### config.mk
export PLATFORM = sky130hd
export DESIGN_NAME = wic_int_arb
export DESIGN_NICKNAME = d
export VERILOG_FILES = /design/src/rtl/wic_int_arb.sv
export SDC_FILE = /design/constraint.sdc
export NUM_CORES = 1
export LEC_CHECK = 0
export ABC_AREA = 1
export CAP_MARGIN = 30
export CORE_MARGIN = 3
export CORE_UTILIZATION = 45
export CTS_BUF_LIST = sky130_fd_sc_hd__clkbuf_8
export DETAILED_ROUTE_END_ITERATION = 8
export GPL_ROUTABILITY_DRIVEN = 0
export PLACE_DENSITY = 0.88
export SETUP_SLACK_MARGIN = 0.02
export SLEW_MARGIN = 0
export SYNTH_ARGS = -nofsm -noshare
export SYNTH_HDL_FRONTEND = slang
export SYNTH_SLANG_ARGS = --single-unit
### constraint.sdc
create_clock -name wic_clk -period 6.45 [get_ports wic_clk]
set_clock_uncertainty 0.1 [all_clocks]
set_input_delay 1.29 -clock wic_clk [delete_from_list [all_inputs] [get_ports wic_clk]]
set_output_delay 1.29 -clock wic_clk [all_outputs]
set_load 0.02 [all_outputs]
### src/rtl/wic_int_arb.sv
// WIC pending-vector arbiter: selects one enabled pending interrupt, presents it with valid/ack, and issues a one-hot clear.
// Define WIC_ARB_RR_EN for round-robin arbitration; the default build uses fixed lowest-index priority.
module wic_int_arb #(
   parameter int unsigned NUM_INT  = 32,
   parameter int unsigned WAIT_CYC = 4
) (
   input  logic               wic_clk,
   input  logic               pad_cpu_rst,
   input  logic [NUM_INT-1:0] int_pending,
   input  logic [NUM_INT-1:0] ctl_xx_awake_enable,
   input  logic               cpu_arb_int_ack,
   output logic               arb_int_vld,
   output logic [4:0]         arb_int_id,
   output logic               vec_int,
   output logic [4:0]         int_ack_vec,
   output logic [NUM_INT-1:0] pending_clr
);

   typedef enum logic [1:0] {ST_IDLE, ST_REQ, ST_CLR, ST_WAIT} state_t;

   state_t                state;
   logic   [4:0]          id_q;
   logic   [3:0]          cnt;
   logic   [NUM_INT-1:0]  masked;
   logic   [4:0]          winner;

   // Last write wins, so scanning from the top leaves the lowest set index.
   function automatic logic [4:0] lowest(input logic [NUM_INT-1:0] v);
      logic [4:0] idx;
      idx = '0;
      for (int unsigned i = 0; i < NUM_INT; i++) begin
         if (v[NUM_INT-1-i]) idx = 5'(NUM_INT-1-i);
      end
      return idx;
   endfunction

`ifdef WIC_ARB_RR_EN
   logic [4:0]         ptr;
   logic [NUM_INT-1:0] rot;

   // Rotate so the pointer position becomes bit 0, then undo the offset.
   always_comb begin
      masked = int_pending & ctl_xx_awake_enable;
      rot    = (masked >> ptr) | (masked << (6'd32 - {1'b0, ptr}));
      winner = lowest(rot) + ptr;
   end
`else
   always_comb begin
      masked = int_pending & ctl_xx_awake_enable;
      winner = lowest(masked);
   end
`endif

   always_ff @(posedge wic_clk) begin
      if (pad_cpu_rst) begin
         state       <= ST_IDLE;
         id_q        <= '0;
         cnt         <= '0;
         arb_int_vld <= 1'b0;
         arb_int_id  <= '0;
         vec_int     <= 1'b0;
         int_ack_vec <= '0;
         pending_clr <= '0;
`ifdef WIC_ARB_RR_EN
         ptr         <= '0;
`endif
      end else begin
         vec_int     <= 1'b0;
         int_ack_vec <= '0;
         pending_clr <= '0;
         case (state)
            ST_IDLE: begin
               if (|masked) begin
                  id_q        <= winner;
                  arb_int_id  <= winner;
                  arb_int_vld <= 1'b1;
                  state       <= ST_REQ;
               end
            end
            ST_REQ: begin
               // Ack takes precedence over a simultaneous pending drop.
               if (cpu_arb_int_ack) begin
                  arb_int_vld <= 1'b0;
                  vec_int     <= 1'b1;
                  int_ack_vec <= id_q;
                  pending_clr <= NUM_INT'(1) << id_q;
                  state       <= ST_CLR;
               end else if (!int_pending[id_q]) begin
                  arb_int_vld <= 1'b0;
                  state       <= ST_IDLE;
               end
            end
            ST_CLR: begin
               cnt   <= '0;
               state <= ST_WAIT;
`ifdef WIC_ARB_RR_EN
               ptr   <= id_q + 5'd1;
`endif
            end
            ST_WAIT: begin
               if (!int_pending[id_q] || cnt == 4'(WAIT_CYC - 1)) begin
                  state <= ST_IDLE;
               end else begin
                  cnt <= cnt + 4'd1;
               end
            end
            default: state <= ST_IDLE;
         endcase
      end
   end

endmodule

==> flow_summary.toml <==
[outcome]
status = "finished, final reports clean"

[critical_path]
end_kind = "register"
crit_path_top_delay_cell = "clkdlybuf4s50_1"
reg2reg_setup_slack_ns = 3.45
startpoint_type = "input port"
crit_top_cell = "nand2_1"
crit_required_ns = 6.59
slowest_delay_ns = 0.49
cp.arrival_ns = 3.64
criticalPathCategory = "in2reg"
critPathMaxFanout = 2

[die]
rows = 25
core-area_um2 = 4790
die_w_um = 76.7
dieArea_um2 = 5880
io_pins = 111
start_util_pct = 47.0
die_y_um = 76.7

[timing]
setup_viol = 0
fmaxAchievable_ghz = 0.285
min_period_ns = 3.50
worst_pin_slew_ns = 1.03
relSlewSlack_pct = 31.0
rsz0062_at_grt = "false"
finalSetupTns_ns = 0
finalHoldViolations = 0
period_share_pct = 54.3
slew_viol_final = 0

[clock_tree]
cts.repair.resized = 0
cts_hold_buf = 0
cts_tree = "built"
htreeDepth = 2
root_buffer = "clkbuf_8"
clock_path_buffers = 2
insertion_delay_ns = 0.30
numCtsBuffers = 5
post_cts_buffers = 0
numClockSinks = 50
clk_pin_slew_ns = 0.09

[synth]
netlist_area_um2 = 2250
postSynthCellCount = 322
avgSynthCellArea_um2 = 6.99
syn-num-nets = 390
ys_seq_area_share_pct = 44.5
yosysWarnings = 0
ys_ff_latch = 50
ys_types = 30

[drt]
drt-wirelength-per-cell_um = 14.7
routed_wirelength_mm = 7.27
drcViolationCount = 0
drt_first_iter_violations = 203
detail-route-antenna-nets = 0
first_pass_iters = 5
vias = 2565
avgViaCountPerCell = 5.18

[power_and_ir_drop]
p_int_mw = 0.468
p_seq_share_pct = 49.1
pwr-share-comb_pct = 25.3
p_total_mw = 0.670
p_per_area_nw_per_um2 = 194
switching_share_pct = 30.3
power.switching_mw = 0.203
clock_power_share_pct = 25.6
ir_drop_mv = 0.215
power.leakage_nw = 1.40

[cells_and_area]
nNetsFinal = 496
finish.instance_area_um2 = 3460
final_common_cell = "clkdlybuf4s50_1"
area_growth_pct = 54.0
regArea_um2 = 1000
fillCellCount = 384
mostFrequentLayoutCells = "clkdlybuf4s50_1, nand2_1, nor2_1"
drive_above_1_share_pct = 4.91
multi_input_area_um2 = 1120
n_antenna_cell = 0

[hold_path]
hp-class = "reg2reg"

[global_routing]
antenna_found_initial = 0
grt_pass1_wl_mm = 11.5
grt-busiest-layer = "met2"
grt_use_met3_pct = 6.57
grtUsageMet2_pct = 43.5
grt_pass1_vias = 2533
use_met1_pct = 27.9
grt-ovfl-total = 0
grt_max_degree = 17
grt_usage_pct = 24.2

[flow_run]
cap_violations = 0

[place]
io_buffers = 110
hpwl_mm = 5.50
dpl-instance-area_um2 = 3380
-- sequential cells by signal, summed over array words and instances (netlist names), named ones only --
signal       count
pending_clr     32
id_q             5
int_ack_vec      5
cnt              4
arb_int_vld      1
state            1
vec_int          1
-- critical path: cells and delay by family --
family / cells / cell delay, ns
simple gates: 32 / 1.69
buf+inv: 2 / 0.55
compound gates: 1 / 0.10
-- worst paths after layout --
path | to | cells after the start | startpoint
hold / removal | cnt[1] | 2 | cnt[1]
hold reg to reg | cnt[1] | 2 | cnt[1]
setup / recovery | id_q[0] | 35 | int_pending[31]
setup reg to reg | cnt[1] | 13 | id_q[0]
-- cell type report --
| cell class | count | share of cell area, % |
|---|---|---|
| clock buffers | 5 | 1.99 |
| clock inverters | 2 | 0.433 |
| inverters | 19 | 2.06 |
| multi-input cells | 242 | 32.4 |
| flip-flops and latches | 50 | 28.9 |
| well taps | 67 | 2.42 |
| repair buffers | 110 | 31.8 |
-- routing by layer --
metal | wire length [um] | up-vias
met5 | 0 | -
met4 | 118 | 0
met3 | 658 | 12
met2 | 3510 | 112
met1 | 2980 | 1186
li1 | - | 1255
-- cells by family (layout without fill, tap and decap cells) --
| kind of cell | after synthesis | in the layout | share of synthesized area, % |
|---|---|---|---|
| simple gates | 195 | 195 | 35.7 |
| flops | 50 | 50 | 44.5 |
| compound gates | 44 | 44 | 12.9 |
| buf+inv | 30 | 136 | 5.56 |
| xor+xnor | 2 | 2 | 0.779 |
| fa+ha+maj | 1 | 1 | 0.556 |
-- power groups by stage --
stage | combinational (mW) | clock (mW) | sequential, mW
after floorplan | 0.0870 | 0 | 0.337
after CTS | 0.167 | 0.172 | 0.329
final | 0.170 | 0.172 | 0.329
after global routing | 0.183 | 0.187 | 0.330
after detailed placement | 0.166 | 0 | 0.336
after global placement | 0.163 | 0 | 0.336
-- through the flow --
stage | hold WS (ns) | worst slack, ns | utilization, % | instances
detailed placement | 0.389 | 2.73 | 70.6 | 488
global placement | 0.365 | 2.89 | 70.6 | 488
global route | 0.424 | 2.67 | 72.4 | 495
floorplan | 0.353 | 3.48 | - | 322
CTS | 0.402 | 3.04 | 72.4 | 495
finish | 0.398 | 2.95 | 72.4 | 495
-- cell usage after synthesis --
cell type   n  area [um2]
nand2_1    99         372
nor2_1     65         244
dfxtp_1    50        1000
nand3_1    21         105
a22oi_1    16         120
inv_1      13        48.8
a21oi_1     9        45.0
clkbuf_1    7        26.3
a31oi_1     6        37.5
inv_2       6        22.5
o21ai_0     5        25.0
buf_4       3        22.5
a211oi_1    2        15.0
a221oi_1    2        17.5
nand2_2     2        12.5
nor2_2      2        12.5
a21oi_2     1        8.76
a311oi_1    1        8.76
buf_2       1        5.00
ha_1        1        12.5
nand2_4     1        11.3
nor2_4      1        11.3
nor3_1      1        5.00
nor3_4      1        16.3
nor3b_1     1        7.51
o21ai_1     1        5.00
o31ai_1     1        7.51
or2_1       1        6.26
xnor2_1     1        8.76
xor2_1      1        8.76
Power figures use the tool's default switching activity.
